`src/rtl/ps2_mouse_init_sequencer_if.sv`:
```
// Byte-level link between the mouse init sequencer and ps2_controller.
// The sequencer is the master: it issues command bytes and consumes
// received bytes; the controller side (or a bench) is the slave.
interface ps2_mouse_init_sequencer_if;
   logic       cmd_send;
   logic [7:0] cmd_byte;
   logic [7:0] rx_data;
   logic       rx_strobe;
   logic       rx_parity_ok;

   modport master (
      output cmd_send,
      output cmd_byte,
      input  rx_data,
      input  rx_strobe,
      input  rx_parity_ok
   );

   modport slave (
      input  cmd_send,
      input  cmd_byte,
      output rx_data,
      output rx_strobe,
      output rx_parity_ok
   );
endinterface

```
`src/rtl/ps2_mouse_init_sequencer.sv`:
```
// PS/2 mouse bring-up sequencer.
// After reset (or a start pulse) it sends FF (reset), expects FA/AA/00,
// then sends F4 (enable streaming) and expects FA. Any bad answer, parity
// error or response timeout burns one attempt; after MAX_RETRIES extra
// attempts it parks in FAIL. Once streaming, bytes are aligned into
// 3-byte packets using the always-one bit 3 of the status byte.
module ps2_mouse_init_sequencer #(
   parameter int RESP_TIMEOUT = 50_000_000,
   parameter int GAP_TIMEOUT  = 100_000,
   parameter int MAX_RETRIES  = 3
) (
   input  logic                              clk,
   input  logic                              reset,
   input  logic                              start,
   ps2_mouse_init_sequencer_if.master        ctrl,
   output logic                              init_done,
   output logic                              init_error,
   output logic [1:0]                        retry_count,
   output logic                              pkt_valid,
   output logic [7:0]                        byte1,
   output logic [7:0]                        byte2,
   output logic [7:0]                        byte3,
   output logic [3:0]                        state_dbg
);

   // Timers count 0..LIMIT-1, so LIMIT cycles elapse before they fire.
   localparam int RESP_W = (RESP_TIMEOUT > 1) ? $clog2(RESP_TIMEOUT) : 1;
   localparam int GAP_W  = (GAP_TIMEOUT > 1) ? $clog2(GAP_TIMEOUT) : 1;
   localparam logic [RESP_W-1:0] RESP_LAST   = RESP_W'(RESP_TIMEOUT - 1);
   localparam logic [GAP_W-1:0]  GAP_LAST    = GAP_W'(GAP_TIMEOUT - 1);
   localparam logic [1:0]        RETRY_LIMIT = 2'(MAX_RETRIES);

   localparam logic [7:0] CMD_RESET  = 8'hFF;
   localparam logic [7:0] CMD_ENABLE = 8'hF4;
   localparam logic [7:0] RSP_ACK    = 8'hFA;
   localparam logic [7:0] RSP_RESEND = 8'hFE;
   localparam logic [7:0] RSP_BAT    = 8'hAA;
   localparam logic [7:0] RSP_ID     = 8'h00;

   typedef enum logic [3:0] {
      IDLE      = 4'd0,
      SEND_RST  = 4'd1,
      WAIT_ACK1 = 4'd2,
      WAIT_BAT  = 4'd3,
      WAIT_ID   = 4'd4,
      SEND_EN   = 4'd5,
      WAIT_ACK2 = 4'd6,
      STREAM    = 4'd7,
      FAIL      = 4'd8
   } state_t;

   state_t            state;
   state_t            state_next;
   logic [RESP_W-1:0] resp_timer;
   logic [RESP_W-1:0] resp_timer_next;
   logic [GAP_W-1:0]  gap_timer;
   logic [GAP_W-1:0]  gap_timer_next;
   logic [1:0]        retry_next;
   logic [1:0]        fe_count;
   logic [1:0]        fe_next;
   logic [1:0]        idx;
   logic [1:0]        idx_next;
   logic [7:0]        hold1;
   logic [7:0]        hold1_next;
   logic [7:0]        hold2;
   logic [7:0]        hold2_next;
   logic              aa_seen;
   logic              aa_next;
   logic [7:0]        cmd_byte_q;
   logic [7:0]        cmd_byte_next;
   logic [7:0]        byte1_next;
   logic [7:0]        byte2_next;
   logic [7:0]        byte3_next;
   logic              pkt_next;
   logic              attempt_failed;

   logic rx_valid;
   logic rx_bad;
   logic resp_hit;
   logic gap_hit;
   logic in_wait;

   assign rx_valid = ctrl.rx_strobe && ctrl.rx_parity_ok;
   assign rx_bad   = ctrl.rx_strobe && !ctrl.rx_parity_ok;
   assign resp_hit = (resp_timer == RESP_LAST);
   assign gap_hit  = (gap_timer == GAP_LAST);
   assign in_wait  = (state == WAIT_ACK1) || (state == WAIT_BAT) ||
                     (state == WAIT_ID)   || (state == WAIT_ACK2);

   assign ctrl.cmd_send = (state == SEND_RST) || (state == SEND_EN);
   assign ctrl.cmd_byte = cmd_byte_q;
   assign init_done     = (state == STREAM);
   assign init_error    = (state == FAIL);
   assign state_dbg     = state;

   // Next-state, timer, retry and packet-alignment decisions for one cycle.
   always_comb begin
      state_next      = state;
      resp_timer_next = '0;
      gap_timer_next  = '0;
      retry_next      = retry_count;
      fe_next         = fe_count;
      idx_next        = idx;
      hold1_next      = hold1;
      hold2_next      = hold2;
      aa_next         = aa_seen;
      cmd_byte_next   = cmd_byte_q;
      byte1_next      = byte1;
      byte2_next      = byte2;
      byte3_next      = byte3;
      pkt_next        = 1'b0;
      attempt_failed  = 1'b0;

      if (in_wait) begin
         resp_timer_next = resp_hit ? resp_timer : resp_timer + RESP_W'(1);
      end

      case (state)
         IDLE: begin
            state_next = SEND_RST;
         end

         SEND_RST: begin
            state_next = WAIT_ACK1;
         end

         WAIT_ACK1: begin
            if (rx_bad) begin
               attempt_failed = 1'b1;
            end else if (rx_valid) begin
               if (ctrl.rx_data == RSP_ACK) begin
                  fe_next    = 2'd0;
                  state_next = WAIT_BAT;
               end else if (ctrl.rx_data == RSP_RESEND) begin
                  if (fe_count == 2'd2) begin
                     attempt_failed = 1'b1;
                  end else begin
                     fe_next    = fe_count + 2'd1;
                     state_next = SEND_RST;
                  end
               end else begin
                  attempt_failed = 1'b1;
               end
            end else if (resp_hit) begin
               attempt_failed = 1'b1;
            end
         end

         WAIT_BAT: begin
            if (rx_bad) begin
               attempt_failed = 1'b1;
            end else if (rx_valid) begin
               if (ctrl.rx_data == RSP_BAT) begin
                  state_next = WAIT_ID;
               end else begin
                  attempt_failed = 1'b1;
               end
            end else if (resp_hit) begin
               attempt_failed = 1'b1;
            end
         end

         WAIT_ID: begin
            if (rx_bad) begin
               attempt_failed = 1'b1;
            end else if (rx_valid) begin
               if (ctrl.rx_data == RSP_ID) begin
                  state_next = SEND_EN;
               end else begin
                  attempt_failed = 1'b1;
               end
            end else if (resp_hit) begin
               attempt_failed = 1'b1;
            end
         end

         SEND_EN: begin
            state_next = WAIT_ACK2;
         end

         WAIT_ACK2: begin
            if (rx_bad) begin
               attempt_failed = 1'b1;
            end else if (rx_valid) begin
               if (ctrl.rx_data == RSP_ACK) begin
                  fe_next    = 2'd0;
                  state_next = STREAM;
               end else if (ctrl.rx_data == RSP_RESEND) begin
                  if (fe_count == 2'd2) begin
                     attempt_failed = 1'b1;
                  end else begin
                     fe_next    = fe_count + 2'd1;
                     state_next = SEND_EN;
                  end
               end else begin
                  attempt_failed = 1'b1;
               end
            end else if (resp_hit) begin
               attempt_failed = 1'b1;
            end
         end

         STREAM: begin
            if (rx_bad) begin
               idx_next = 2'd0;
               aa_next  = 1'b0;
            end else if (rx_valid) begin
               aa_next = (ctrl.rx_data == RSP_BAT);
               if (aa_seen && (ctrl.rx_data == RSP_ID)) begin
                  state_next = SEND_EN;
               end else begin
                  case (idx)
                     2'd0: begin
                        if (ctrl.rx_data[3]) begin
                           hold1_next = ctrl.rx_data;
                           idx_next   = 2'd1;
                        end
                     end
                     2'd1: begin
                        hold2_next = ctrl.rx_data;
                        idx_next   = 2'd2;
                     end
                     default: begin
                        byte1_next = hold1;
                        byte2_next = hold2;
                        byte3_next = ctrl.rx_data;
                        pkt_next   = 1'b1;
                        idx_next   = 2'd0;
                     end
                  endcase
               end
            end else if (idx != 2'd0) begin
               if (gap_hit) begin
                  idx_next = 2'd0;
               end else begin
                  gap_timer_next = gap_timer + GAP_W'(1);
               end
            end
         end

         FAIL: begin
            state_next = FAIL;
         end

         default: begin
            state_next = IDLE;
         end
      endcase

      if (attempt_failed) begin
         fe_next = 2'd0;
         if (retry_count < RETRY_LIMIT) begin
            retry_next = retry_count + 2'd1;
            state_next = SEND_RST;
         end else begin
            state_next = FAIL;
         end
      end

      // start aborts everything, but the last delivered packet stays visible
      if (start) begin
         state_next = IDLE;
         retry_next = 2'd0;
         fe_next    = 2'd0;
         pkt_next   = 1'b0;
         byte1_next = byte1;
         byte2_next = byte2;
         byte3_next = byte3;
      end

      if (state_next != STREAM) begin
         idx_next       = 2'd0;
         aa_next        = 1'b0;
         gap_timer_next = '0;
      end

      if (state_next != state) begin
         resp_timer_next = '0;
      end

      if (state_next == SEND_RST) begin
         cmd_byte_next = CMD_RESET;
      end else if (state_next == SEND_EN) begin
         cmd_byte_next = CMD_ENABLE;
      end
   end

   // State and datapath registers with synchronous active-low reset.
   always_ff @(posedge clk) begin
      if (!reset) begin
         state       <= IDLE;
         resp_timer  <= '0;
         gap_timer   <= '0;
         retry_count <= 2'd0;
         fe_count    <= 2'd0;
         idx         <= 2'd0;
         hold1       <= 8'h00;
         hold2       <= 8'h00;
         aa_seen     <= 1'b0;
         cmd_byte_q  <= 8'h00;
         byte1       <= 8'h00;
         byte2       <= 8'h00;
         byte3       <= 8'h00;
         pkt_valid   <= 1'b0;
      end else begin
         state       <= state_next;
         resp_timer  <= resp_timer_next;
         gap_timer   <= gap_timer_next;
         retry_count <= retry_next;
         fe_count    <= fe_next;
         idx         <= idx_next;
         hold1       <= hold1_next;
         hold2       <= hold2_next;
         aa_seen     <= aa_next;
         cmd_byte_q  <= cmd_byte_next;
         byte1       <= byte1_next;
         byte2       <= byte2_next;
         byte3       <= byte3_next;
         pkt_valid   <= pkt_next;
      end
   end

endmodule
```
`src/flat_wrapper.sv`:
```
// flat-port wrapper written by rule: the top's interface ports become plain ports
module ps2_mouse_init_sequencer_flat 
#(
   parameter int RESP_TIMEOUT = 50_000_000,
   parameter int GAP_TIMEOUT  = 100_000,
   parameter int MAX_RETRIES  = 3
)
  (clk, reset, start, init_done, init_error, retry_count, pkt_valid, byte1, byte2, byte3, state_dbg, ctrl_cmd_send, ctrl_cmd_byte, ctrl_rx_data, ctrl_rx_strobe, ctrl_rx_parity_ok);
  ps2_mouse_init_sequencer_if ctrl_i ();
  input  logic clk;
  input  logic reset;
  input  logic start;
  output logic init_done;
  output logic init_error;
  output logic [1:0] retry_count;
  output logic pkt_valid;
  output logic [7:0] byte1;
  output logic [7:0] byte2;
  output logic [7:0] byte3;
  output logic [3:0] state_dbg;
  output wire logic [$bits(ctrl_i.cmd_send)-1:0] ctrl_cmd_send;
  output wire logic [$bits(ctrl_i.cmd_byte)-1:0] ctrl_cmd_byte;
  input wire logic [$bits(ctrl_i.rx_data)-1:0] ctrl_rx_data;
  input wire logic [$bits(ctrl_i.rx_strobe)-1:0] ctrl_rx_strobe;
  input wire logic [$bits(ctrl_i.rx_parity_ok)-1:0] ctrl_rx_parity_ok;
  assign ctrl_cmd_send = ctrl_i.cmd_send;
  assign ctrl_cmd_byte = ctrl_i.cmd_byte;
  assign ctrl_i.rx_data = ctrl_rx_data;
  assign ctrl_i.rx_strobe = ctrl_rx_strobe;
  assign ctrl_i.rx_parity_ok = ctrl_rx_parity_ok;
  ps2_mouse_init_sequencer #(.RESP_TIMEOUT(RESP_TIMEOUT), .GAP_TIMEOUT(GAP_TIMEOUT), .MAX_RETRIES(MAX_RETRIES)) u_core (.clk(clk), .reset(reset), .start(start), .ctrl(ctrl_i), .init_done(init_done), .init_error(init_error), .retry_count(retry_count), .pkt_valid(pkt_valid), .byte1(byte1), .byte2(byte2), .byte3(byte3), .state_dbg(state_dbg));
endmodule
```
`config.mk`:
```
export PLATFORM = sky130hd
export DESIGN_NAME = ps2_mouse_init_sequencer_flat
export DESIGN_NICKNAME = d
export VERILOG_FILES = /design/src/rtl/ps2_mouse_init_sequencer_if.sv /design/src/rtl/ps2_mouse_init_sequencer.sv /design/src/flat_wrapper.sv
export SDC_FILE = /design/constraint.sdc
export NUM_CORES = 1
export LEC_CHECK = 0
export ABC_AREA = 1
export ABC_CLOCK_PERIOD_IN_PS = 2200
export BUFFER_PORTS_ARGS = -buffer_cell sky130_fd_sc_hd__buf_2
export CAP_MARGIN = 20
export CORE_UTILIZATION = 58
export CTS_CLUSTER_DIAMETER = 200
export DETAILED_ROUTE_END_ITERATION = 10
export PLACE_DENSITY = 0.86
export SLEW_MARGIN = 0
export SYNTH_ARGS = -nofsm -noshare
export SYNTH_HDL_FRONTEND = slang
export SYNTH_SLANG_ARGS = --single-unit
```
`constraint.sdc`:
```
create_clock -name clk -period 2.2 [get_ports clk]
set_input_delay 0.22 -clock clk [delete_from_list [all_inputs] [get_ports clk]]
set_output_delay 0.22 -clock clk [all_outputs]
set_load 0.02 [all_outputs]
```
## Word level (Yosys, flattened, before mapping)

Cells that the tools add are included.

| cells by class | value |
|---|---|
| add/sub/neg operators | 4 |
| equal/unequal tests | 22 |
| magnitude comparators | 1 |
| mux-type cells | 51 |
| bitwise operators | 9 |
| shifts and indexed selects | 0 |
| $mul | 0 |
| div/mod/pow operators | 0 |
| reductions and logical operators | 32 |

Operators with widths:

| cell | count |
|---|---|
| 4-bit two-way mux | 22 |
| 4-bit one-hot mux with 9 select lines | 1 |
| 26-bit by 1-bit adder with 26-bit output (second input constant) | 1 |
| 26-bit equality test (second input constant) | 1 |
| 8-bit equality test (second input constant) | 3 |
| 4-bit by 3-bit equality test with 1-bit output (second input constant) | 5 |
| 2-bit two-way mux | 9 |
| 17-bit by 1-bit adder with 17-bit output (second input constant) | 1 |
| 17-bit equality test (second input constant) | 1 |
| 8-bit two-way mux | 2 |
| 1-bit two-way mux | 15 |
| 5-bit AND reduction | 3 |
| 6-bit AND reduction | 2 |
| 1-bit NOT | 9 |
| 4-bit by 1-bit equality test with 1-bit output (second input constant) | 2 |
| 4-bit by 2-bit equality test with 1-bit output (second input constant) | 2 |
| 8-bit logical NOT | 1 |
| 2-bit nonzero test | 4 |
| 2-bit OR reduction | 4 |
| 7-bit OR reduction | 1 |
| 3-bit nonzero test | 2 |
| 3-bit OR reduction | 2 |
| 6-bit OR reduction | 1 |
| 2-bit by 1-bit adder with 2-bit output (second input constant) | 2 |
| 17 further kinds | 23 |

| storage, ports and cells | value |
|---|---|
| latch bits | 0 |
| word-level logic and storage cells | 133 |
| register bits after elaboration | 103 |
| RAM bits | 0 |
| output and inout port bits | 42 |
| input port bits | 13 |
| memory bits (read-only) | 0 |
| memories kept | 0 |

## Logic depth before layout (Yosys ltp)

Gate-level depths: netlist (run 1).

| depth | value |
|---|---|
| word-level depth | 12 |
| gate-level depth with buffers | 17 |
| gate-level depth less buffers | 16 |

## Least setup slack after synthesis (run 1)

OpenSTA, ideal clock, no wires.

| timing path | value |
|---|---|
| path kind | reg2reg |
| start | reg u_core.state[0] (netlist: u_core.state_dbg[0]) |
| end | reg u_core.resp_timer[24] |
| clock period less this slack | 2188 ps |
| stages on the path, launching flop included | 12 |
| setup slack | 12 ps |
| data arrival time | 2127 ps |
| setup time | 61 ps |
| data required time | 2139 ps |
| path buffers | 1 |
| cells stage by stage | dfxtp_1 > inv_2 > nor3_1 > a21oi_1 > nand3_1 > nand3_2 > nand2_1 > nand2_1 > nor2_4 > nand3_4 > buf_12 > nor2_4 |

| between the ends | value |
|---|---|
| cells in the longest elaborated chain, start to end | 10 |
| elaborated cells on any way between the ends | 39 |
| those cells by class | eq/ne: 9; mux: 23; bitwise: 1; reduce/logical: 6 |

Ends and longest elaborated chain:

| what | line | source |
|---|---|---|
| start: declaration | ps2_mouse_init_sequencer.sv:52 | `state_t state;` |
| start signal: assignment | ps2_mouse_init_sequencer.sv:306 | `state <= state_next;` |
| 4-bit two-way mux, on equally long branches | ps2_mouse_init_sequencer.sv:189, ps2_mouse_init_sequencer.sv:135 |  |
| 4-bit two-way mux, on equally long branches | ps2_mouse_init_sequencer.sv:188, ps2_mouse_init_sequencer.sv:134 |  |
| 4-bit two-way mux, on equally long branches | ps2_mouse_init_sequencer.sv:185, ps2_mouse_init_sequencer.sv:131 |  |
| 4-bit two-way mux, on equally long branches | ps2_mouse_init_sequencer.sv:184, ps2_mouse_init_sequencer.sv:130 |  |
| 4-bit two-way mux, on equally long branches | ps2_mouse_init_sequencer.sv:182, ps2_mouse_init_sequencer.sv:128 |  |
| 4-bit one-hot mux with 9 select lines | ps2_mouse_init_sequencer.sv:118 | `case (state)` |
| 4-bit two-way mux | ps2_mouse_init_sequencer.sv:250 | `if (attempt_failed) begin` |
| 4-bit two-way mux | ps2_mouse_init_sequencer.sv:261 | `if (start) begin` |
| 4-bit inequality test | ps2_mouse_init_sequencer.sv:277 | `if (state_next != state) begin` |
| 3-bit OR reduction (no line) (*) | n/a |  |
| end signal: assignment | ps2_mouse_init_sequencer.sv:307 | `resp_timer <= resp_timer_next;` |
| end: declaration | ps2_mouse_init_sequencer.sv:54 | `logic [RESP_W-1:0] resp_timer;` |

Mark *: on every way between the ends. The rest lies on a longest branch, timed or not.
A chain may end at the register's enable or synchronous reset.

## Worst setup path in the final report (run 1)

| timing path | value |
|---|---|
| start | reg u_core.resp_timer[0] |
| end | reg u_core.resp_timer[3] |

| between the ends | value |
|---|---|
| cells in the longest elaborated chain, start to end | 9 |
| elaborated cells on any way between the ends | 14 |
| those cells by class | add/sub: 1; eq/ne: 2; mux: 10; reduce/logical: 1 |

Ends and longest elaborated chain:

| what | line | source |
|---|---|---|
| 26-bit equality test | ps2_mouse_init_sequencer.sv:85 | `assign resp_hit = (resp_timer == RESP_LAST);` |
| 1-bit two-way mux | n/a |  |
| 1-bit two-way mux, on equally long branches | ps2_mouse_init_sequencer.sv:130, ps2_mouse_init_sequencer.sv:152, ps2_mouse_init_sequencer.sv:166 |  |
| 1-bit two-way mux, on equally long branches | ps2_mouse_init_sequencer.sv:182, ps2_mouse_init_sequencer.sv:150, ps2_mouse_init_sequencer.sv:164 |  |
| 1-bit one-hot mux with 3 select lines | ps2_mouse_init_sequencer.sv:118 |  |
| 4-bit two-way mux | ps2_mouse_init_sequencer.sv:250 |  |
| 4-bit two-way mux | ps2_mouse_init_sequencer.sv:261 |  |
| 4-bit inequality test | ps2_mouse_init_sequencer.sv:277 |  |
| 3-bit OR reduction (no line) | n/a |  |

Several ways; a longest one is shown, not always the timed one.

==> results.yml, run 1 <==
cts:
  cts_hold_buf: 0
  cts_root_buffer: "clkbuf_8"
  cts.sinks: 97
  cts_made_buffers: 9
  clock_latency_ps: 380
  clk_pin_slew_ps: 110
  cts_max_level: 3
  cts_buffer_depth: 2
  tritoncts: "built"
worst_setup_path:
  critPathMaxFanout: 6
  reg2reg_to: "u_core.resp_timer[3]"
  critPathKind: "flop to flop"
  reg2regPathDepth: 14
  arrival_ps: 2530
  cp-start-kind: "flop"
  reg2reg_from: "u_core.resp_timer[0]"
  ff2ff_setup_slack_ps: -20
  cp.required_ps: 2510
  worstSetupEndpointType: "flop"
synth:
  synth.avg_cell_area_um2: 7.93
  syn-cell-area_mm2: 0.00483
  yosys.area.top_type: "dfxtp_1"
  synth_top_area_share_pct: 40.2
  ys_seq_area_share_pct: 40.2
  yosys_warnings: 0
  yosysUniqueCellTypes: 34
  synthTopCellsByArea: "dfxtp_1 (40%), nor2_4 (7.5%), inv_1 (6.3%)"
  syn_inst: 609
  syn_nets: 626
  synth_seq_cells: 97
global_routing:
  overflow: 0
  first_global_vias: 3824
  antenna_found_initial: 0
  grt_pass1_wl_mm: 16.8
  grt_max_degree: 49
  grt_usage_pct: 24.6
cells_and_area:
  antenna_cells: 0
  layout_common_cells: "dfxtp_1 (91), inv_1 (81), nand2_1 (73)"
  fillers: 552
  synthToLayoutAreaGrowth_pct: 16.8
  final_common_cell: "dfxtp_1"
  drive_gt1_share_pct: 26.4
  multi_input_area_mm2: 0.00252
  seq_area_mm2: 0.00195
  nets: 690
placement:
  place_hpwl_mm: 7.06
  dp_slack_ps: 85.4
  gp_congestion: 0.910
  io_buffers: 54
floorplanning:
  ios: 55
  fp.dieW_um: 93.2
  core-area_mm2: 0.00789
  die-area_mm2: 0.00869
  rows: 32
  die_h_um: 93.2
  start_util_pct: 61.2
routing:
  wl_per_cell_um: 14.2
  drt_iter0_markers: 298
  ant_nets: 0
  dr.pass1.iters: 5
  via_per_inst: 5.47
  wirelength_mm: 11.1
  num_vias: 4270
  drc_errors: 0
sta:
  rsz0062_at_grt: "yes"
  fin_setup_tns_ps: -85.4
  max_freq_ghz: 0.450
  hold_violations: 0
  whs_ps: 133
  finClkSkew_ps: 15.6
  worst_pin_slew_ps: 464
  slew_violations: 0
  setup_viol: 14
  max_slew_margin_pct: 68.8
  setup_ws_ps: -20.4
  min_period_over_period_pct: 101
  min_period_ps: 2220
status:
  status: "finished with violations"
  failed_checks: "setup timing"
power:
  p_total_mw: 3.21
  p_leak_nw: 2.07
  vdd.ir_drop.worst_uv: 467
  p_per_area_mw_per_mm2: 569
worst_hold_path:
  hold_end: "u_core.hold1[1]"
  min_from: "ctrl_rx_data[1]"
  whs_path_depth: 3
  hp-class: "primary input to flop"
job:
  drv_cap: 0
critical path, stage by stage, from the launching register on:
cell and delay (ps):
dfxtp_2 370, ha_4 150, nand2_2 50, nor2_1 90, nand2_1 100, nor2_2 170
nand3_4 140, nand2_4 110, nand3_4 130, nand4_1 160, nand2_2 100, nor2_4 120
nand3_4 150, clkbuf_16 220, nor2_4 70
layer usage:
metal	GRT usage (%)	vias up	part of all wire (%)
met5	0	-	0
met4	12.6	0	3.6
met3	5.93	53	6.1
met2	42.3	192	50
met1	28.2	1943	41
li1	-	2082	-
sequential cells by signal (all words and copies together), names as in the netlist:
name,count
u_core.aa_seen,1
u_core.byte1,8
u_core.byte2,8
u_core.byte3,8
u_core.ctrl.cmd_byte,2
u_core.fe_count,2
u_core.gap_timer,17
u_core.hold1,8
u_core.hold2,8
u_core.idx,2
u_core.pkt_valid,1
u_core.resp_timer,26
u_core.retry_count,2
u_core.state_dbg,4
synth_stat cells:
cell type,count
ha_1,4
nor3_1,17
buf_2,2
o21ai_1,1
o311ai_0,1
or4_1,1
nand3_1,27
o31ai_1,1
nand3_4,3
nor2_1,65
o21a_1,1
xnor2_1,12
nor2_4,32
a21boi_4,1
nand3b_1,3
nand3_2,8
nor4_1,3
inv_1,81
buf_4,6
nor4b_1,1
nand2_1,78
nor3_4,2
xor2_1,24
or2_2,3
dfxtp_1,97
inv_2,3
nand4_4,1
nor2_2,7
buf_12,3
clkbuf_1,10
a21oi_1,48
o21ai_0,43
nand2_2,7
nand4_1,13
final cells by class:
type	count	share of cell area [%]
sequential	97	34.6
multi-input combinational	407	44.8
inverter	84	5.59
clock inverter	7	1.64
tap	102	2.26
clock buffer	9	2.20
timing repair buffer	74	8.96
worst max-delay path by stage:
stage / startpoint / to / cells past startpoint
after floorplan: u_core.state_dbg[0] / u_core.resp_timer[24] / 11
after global placement: u_core.resp_timer[0] / u_core.resp_timer[19] / 14
after detailed placement: u_core.resp_timer[0] / u_core.resp_timer[6] / 14
after CTS: u_core.state_dbg[2] / u_core.resp_timer[6] / 10
after global routing: u_core.resp_timer[1] / u_core.resp_timer[1] / 14
final: u_core.resp_timer[0] / u_core.resp_timer[3] / 14
where the power goes:
part	leakage (nW)	switching, mW	internal, mW
logic	1.18	0.141	0.0619
clock network	0.109	0.680	0.557
registers	0.785	0.00860	1.76
total	2.07	0.830	2.38
through the flow:
stage | cell area, um2 | utilization [%] | std cells
2_1_floorplan | 4830 | - | 609
3_3_place_gp | 5180 | 65.7 | 752
3_5_place_dp | 5180 | 65.7 | 752
4_1_cts | 5420 | 68.7 | 768
5_1_grt | 5640 | 71.5 | 780
6_report | 5640 | 71.5 | 780
cells by family after synthesis:
| kind of cell | share of synthesized area (%) |
|---|---|
| buffers and inverters | 9.69 |
| flip-flops | 40.2 |
| XOR/XNOR | 6.53 |
| AND/OR/NAND/NOR | 32.1 |
| adder cells (fa/ha/maj) | 1.04 |
| AO/OA/AOI/OAI | 10.4 |
what timing repair did:
action	4_1_cts	5_1_grt
setup buffers	0	10
gates resized for setup	4	29
endpoints found under the setup margin	26	47
pin swaps	0	10
cloned	0	2
Power figures use the tool's default switching activity.
==> run 2: changes to the inputs <==
--- a/config.mk
+++ b/config.mk
@@ -6,7 +6,7 @@
 export NUM_CORES = 1
 export LEC_CHECK = 0
 export ABC_AREA = 1
-export ABC_CLOCK_PERIOD_IN_PS = 2200
+export ABC_CLOCK_PERIOD_IN_PS = 2100
 export BUFFER_PORTS_ARGS = -buffer_cell sky130_fd_sc_hd__buf_2
 export CAP_MARGIN = 20
 export CORE_UTILIZATION = 58
==> constraint.sdc (replaced) <==
create_clock -name clk -period 2.1 [get_ports clk]
set_input_delay 0.21 -clock clk [delete_from_list [all_inputs] [get_ports clk]]
set_output_delay 0.21 -clock clk [all_outputs]
set_load 0.02 [all_outputs]
==> run 2 against run 1 <==
  * The flow still finishes with violations (setup timing)
  * Fmax is 1.7% higher
  * Via count rose by 1.1%
  * Final area increased by 1.5%
  * Setup slack worse by 62 ps
  * Critical path depth increased by 1
  * Clock skew down 3.1 ps
  * Critical endpoint is now u_core.resp_timer[20]
  * Largest cell class unchanged
  * Highest routed layer unchanged
==> results.yml, run 2 (synthesis gave the netlist of run 1 again) <==
status:
  status: "finished with violations"
  failed_checks: "setup timing"
cts:
  cts_made_buffers: 9
  cts_buffer_depth: 2
  clk_pin_slew_ps: 110
  cts_max_level: 3
  tritoncts: "built"
  clock_latency_ps: 370
  cts.sinks: 97
  cts_root_buffer: "clkbuf_8"
floorplanning:
  start_util_pct: 61.2
  core-area_mm2: 0.00789
  fp.dieW_um: 93.2
  die-area_mm2: 0.00869
  die_h_um: 93.2
  ios: 55
  rows: 32
cells_and_area:
  final_common_cell: "dfxtp_1"
  largest_reg_flops: 26
  final_util_pct: 72.5
  layout_common_cells: "dfxtp_1 (91), inv_1 (79), nand2_1 (75)"
  final_area_mm2: 0.00572
  top_regs: "u_core.resp_timer x26, u_core.gap_timer x17"
  synthToLayoutAreaGrowth_pct: 18.5
  stdcell_count: 795
  nets: 705
  regMostFlops: "u_core.resp_timer"
  drive_gt1_share_pct: 28.0
  fillers: 552
  antenna_cells: 0
sta:
  whs_ps: 126
  finClkSkew_ps: 12.5
  max_freq_ghz: 0.458
  rsz0062_at_grt: "yes"
  setup_viol: 24
  worst_pin_slew_ps: 455
  max_slew_margin_pct: 69.3
  hold_violations: 0
  min_period_over_period_pct: 104
  setup_ws_ps: -82.5
  min_period_ps: 2180
  slew_violations: 0
global_routing:
  grt_pass1_wl_mm: 18.0
  grt_usage_pct: 26.0
  antenna_found_initial: 0
  first_global_vias: 4129
  grt_max_degree: 49
  overflow: 0
worst_hold_path:
  hp-class: "primary input to flop"
worst_setup_path:
  critPathMaxFanout: 5
  cp.required_ps: 2420
  critPathKind: "flop to flop"
  cp-start-kind: "flop"
  worstSetupEndpointType: "flop"
  arrival_ps: 2500
routing:
  wl_per_cell_um: 14.2
  num_vias: 4318
  ant_nets: 0
  wirelength_mm: 11.3
  drt_iter0_markers: 242
  dr.pass1.iters: 5
  drc_errors: 0
  via_per_inst: 5.43
placement:
  placed_cell_area_mm2: 0.00530
  gp_congestion: 0.945
  place_hpwl_mm: 7.57
  dp.cells: 769
  dp_slack_ps: -14.9
  io_buffers: 54
job:
  drv_cap: 0
power:
  p_leak_nw: 2.14
  p_per_area_mw_per_mm2: 573
  vdd.ir_drop.worst_uv: 491
[run 2: power breakdown]
group / total, mW / internal, mW / switching [mW]
Combinational: 0.209 / 0.0642 / 0.145
Sequential: 1.85 / 1.85 / 0.00874
Clock: 1.22 / 0.468 / 0.747
[run 2: metrics by stage]
stage	setup TNS [ps]	total power, mW
6_report	-918	3.28
3_3_place_gp	0	2.08
5_1_grt	-7370	3.38
4_1_cts	-10.3	3.27
3_5_place_dp	-36.0	2.08
2_1_floorplan	0	2.03
[run 2: area by class of cell]
| cell class | count | area, um2 | area share [%] |
|---|---|---|---|
| Inverter | 84 | 315 | 5.51 |
| Tap cell | 102 | 128 | 2.23 |
| Clock buffer | 9 | 124 | 2.16 |
| Timing Repair Buffer | 89 | 628 | 11.0 |
| Clock inverter | 7 | 72.6 | 1.27 |
| Multi-Input combinational cell | 407 | 2500 | 43.8 |
| Sequential cell | 97 | 1950 | 34.1 |
[run 2: repair_timing]
| item | in CTS | in global routing |
|---|---|---|
| pin swaps | 5 | 9 |
| gates cloned | 1 | 1 |
| setup endpoints to repair | 27 | 48 |
| setup buffers | 6 | 3 |
| gates resized for setup | 10 | 20 |
| hold buffers | 0 | 0 |
[run 2: path summary, 6_finish.rpt]
| check | endpoint | slack (ps) | depth (start not counted) | start |
|---|---|---|---|---|
| max | u_core.resp_timer[20] | -80 | 15 | u_core.resp_timer[0] |
| min | u_core.byte3[3] | 130 | 3 | ctrl_rx_data[3] |
| max reg2reg | u_core.resp_timer[20] | -80 | 15 | u_core.resp_timer[0] |
| min reg2reg | u_core.gap_timer[0] | 450 | 1 | u_core.gap_timer[0] |
[run 2: critical path: stages (launching register included)]
cell and delay [ps]:
dfxtp_2 380, ha_4 150, nand2_1 50, nor2_1 80, nand2_1 100, nor2_2 140, nand3_4 110, a21boi_4 210
nand3_4 100, nand2_2 110, nand3_2 80, nand2_2 90, nand3_4 110, buf_12 160, clkbuf_16 150, nor2_4 80
[run 2: metal layers]
layer  up-vias  routed length (um)  track usage (%)
met1      2002                4510             30.1
met3        43                 659             5.61
li1       2097                   -                -
met4         0                 361             12.4
met5         -                   0                0
met2       176                5790             45.4
==> run 3: changes to the inputs <==
--- a/config.mk
+++ b/config.mk
@@ -5,11 +5,10 @@
 export SDC_FILE = /design/constraint.sdc
 export NUM_CORES = 1
 export LEC_CHECK = 0
-export ABC_AREA = 1
 export ABC_CLOCK_PERIOD_IN_PS = 2100
 export BUFFER_PORTS_ARGS = -buffer_cell sky130_fd_sc_hd__buf_2
 export CAP_MARGIN = 20
-export CORE_UTILIZATION = 58
+export CORE_UTILIZATION = 57
 export CTS_CLUSTER_DIAMETER = 200
 export DETAILED_ROUTE_END_ITERATION = 10
 export PLACE_DENSITY = 0.86
==> run 3 against run 2 <==
  * The run still ends with setup timing left
  * Final area increased by 5.7%
  * Core utilization increased by 10 points
  * Register-to-register slack got worse by 370 ps
  * Non-clock buffer count increased by 59
  * Die area decreased by 8.4%
  * Largest cell class unchanged
  * Largest power group unchanged
==> results.yml, run 3 <==
routing:
  wl_per_cell_um: 22.6
  dr.pass1.iters: 6
  ant_nets: 0
  via_per_inst: 6.56
  drc_errors: 0
  num_vias: 4843
  wirelength_mm: 16.7
  drt_iter0_markers: 521
cells_and_area:
  final_area_mm2: 0.00605
  final_common_cell: "dfxtp_1"
  drive_gt1_share_pct: 37.1
  layout_common_cells: "dfxtp_1 (89), buf_4 (79), nand2_1 (69)"
  final_util_pct: 82.9
  synthToLayoutAreaGrowth_pct: 39.4
  antenna_cells: 0
  largest_reg_flops: 26
  regMostFlops: "u_core.resp_timer"
  nets: 651
  top_regs: "u_core.resp_timer x26, u_core.gap_timer x17"
floorplanning:
  start_util_pct: 59.5
  rows: 31
  ios: 55
  die_h_um: 89.2
  fp.dieW_um: 89.2
  core-area_mm2: 0.00729
  die-area_mm2: 0.00796
power:
  switching_share_pct: 25.4
  p_int_mw: 2.54
  vdd.ir_drop.worst_uv: 436
  p_per_area_mw_per_mm2: 564
  power_frac_seq_pct: 54.3
  clockPowerShare_pct: 37.1
  p_total_mw: 3.41
  p_leak_nw: 2.36
  combPwrFrac_pct: 8.6
  p_sw_mw: 0.865
sta:
  hold_violations: 0
  min_period_ps: 2550
  slew_violations: 0
  worst_pin_slew_ps: 452
  fin_setup_tns_ps: -19310
  setup_viol: 64
  max_freq_ghz: 0.392
  rsz0062_at_grt: "yes"
  min_period_over_period_pct: 121
  finClkSkew_ps: 5.68
  max_slew_margin_pct: 69.6
  setup_ws_ps: -451
synth:
  yosys.cell_count.top_type: "dfxtp_1"
  synth_ff_type: "dfxtp_1"
  synth_top_area_share_pct: 44.8
  syn-cell-area_mm2: 0.00434
  synth_common_cells: "dfxtp_1 (97), nand2_1 (71), nor2_1 (60), a21oi_1 (32), nor4_1 (27)"
  yosys_warnings: 0
  yosysUniqueCellTypes: 49
  synthTopCellsByArea: "dfxtp_1 (45%), nand2_1 (6.1%), nor2_1 (5.2%)"
  yosys.area.top_type: "dfxtp_1"
  synth_seq_cells: 97
  syn_nets: 525
  ys_seq_area_share_pct: 44.8
  syn_inst: 508
  synth.avg_cell_area_um2: 8.54
  synth_edf_count: 0
  synthArstFlopShare_pct: 0
global_routing:
  grt_usage_pct: 34.2
  first_global_vias: 4312
  overflow: 0
  antenna_found_initial: 0
  grt_max_degree: 43
  grt_pass1_wl_mm: 20.4
worst_setup_path:
  slowest_stage: "nor4_4"
  worstSetupEndpointType: "flop"
  arrival_ps: 2820
  critPathMaxFanout: 7
  cp_cell_sequence: "nor4b_2 > nand4_1 > buf_4 > nor2_4 > o211a_1 > a2111o_1 > buf_4 > buf_6 > a21oi_4 > buf_12 > buf_16 > nor4_4"
  cp.required_ps: 2370
  critPathKind: "flop to flop"
  cp-start-kind: "flop"
  crit_path_frequent_cell: "buf_4"
  critPathMaxStageDelay_ps: 370
placement:
  placed_cell_area_mm2: 0.00526
  io_buffers: 54
  place_hpwl_mm: 7.51
  gp_congestion: 0.913
cts:
  cts_max_level: 3
  tritoncts: "built"
  clock_latency_ps: 380
  cts.sinks: 97
  cts_made_buffers: 9
  cts_buffer_depth: 2
  clk_pin_slew_ps: 90
  cts_root_buffer: "clkbuf_8"
worst_hold_path:
  hp-class: "primary input to flop"
job:
  drv_cap: 0
status:
  failed_checks: "setup timing"
  status: "finished with violations"
[run 3: cell count changes in the layout (fill, tap and decap cells not counted), moves of 7 or more]
cell | before | now
a21oi_1 | 48 | 29
and3_1 | 0 | 8
and4_1 | 0 | 7
buf_4 | 27 | 79
inv_1 | 79 | 5
mux2i_1 | 0 | 15
nand2_2 | 10 | 1
nand3_2 | 8 | 0
nor2_1 | 59 | 43
nor2_4 | 34 | 4
nor4_1 | 3 | 11
nor4_2 | 0 | 14
o21ai_0 | 43 | 3
[run 3: cell families after synthesis]
group / synth area share (%)
mux: 3.92
buf+inv: 4.53
flops: 44.8
xor+xnor: 8.08
fa+ha+maj: 1.15
simple gates: 29.1
compound gates: 8.45
[run 3: what timing repair did]
| item | CTS | global route |
|---|---|---|
| setup buffers | 4 | 6 |
| cloned | 4 | 4 |
| hold buffers | 0 | 0 |
| pin swaps | 11 | 19 |
| gates resized for setup | 44 | 43 |
| endpoints found under the setup margin | 54 | 92 |
[run 3: worst max-delay path, delay by kind of cell (launching register included)]
family | cells | cell delay (ps)
AOI/OAI and AO/OA | 3 | 400
and+or+nand+nor | 4 | 970
buffers and inverters | 5 | 710
DFF | 1 | 360
[run 3: path summary, 6_finish.rpt]
path / from / to / slack, ps / cells past startpoint
worst max-delay path: u_core.resp_timer[10] / u_core.resp_timer[8] / -450 / 12
worst min register to register: u_core.byte3[0] / u_core.byte3[0] / 460 / 2
worst max register to register: u_core.resp_timer[10] / u_core.resp_timer[8] / -450 / 12
worst min-delay path: reset / u_core.ctrl.cmd_byte[6] / 140 / 2
[run 3: area by class of cell]
class	instances	area [um2]
Clock buffer	12	145
Clock inverter	4	50.0
Fill cell	397	1240
Inverter	6	22.5
Multi-Input combinational cell	372	2630
Sequential cell	97	1960
Tap cell	99	124
Timing Repair Buffer	148	1120
[run 3: per-layer routing]
metal  GRT usage [%]  share of wire [%]
met1            40.8                 37
met2            57.0                 45
met3            8.68                9.9
met4            17.6                7.9
met5               0                  0
[run 3: through the flow]
step | hold slack, ps | setup WS (ps) | std cells
floorplan | 328 | -383 | 508
global placement | 433 | -399 | 705
detailed placement | 443 | -466 | 705
CTS | 115 | -260 | 729
global route | 158 | -529 | 738
finish | 136 | -451 | 738
[run 3: power groups by stage]
| stage | logic, mW | registers [mW] | clock network, mW |
|---|---|---|---|
| finish | 0.295 | 1.85 | 1.26 |
| detailed placement | 0.228 | 1.89 | 0 |
| global route | 0.302 | 1.85 | 1.34 |
| global placement | 0.225 | 1.89 | 0 |
| CTS | 0.253 | 1.85 | 1.23 |
| floorplan | 0.115 | 1.90 | 0 |
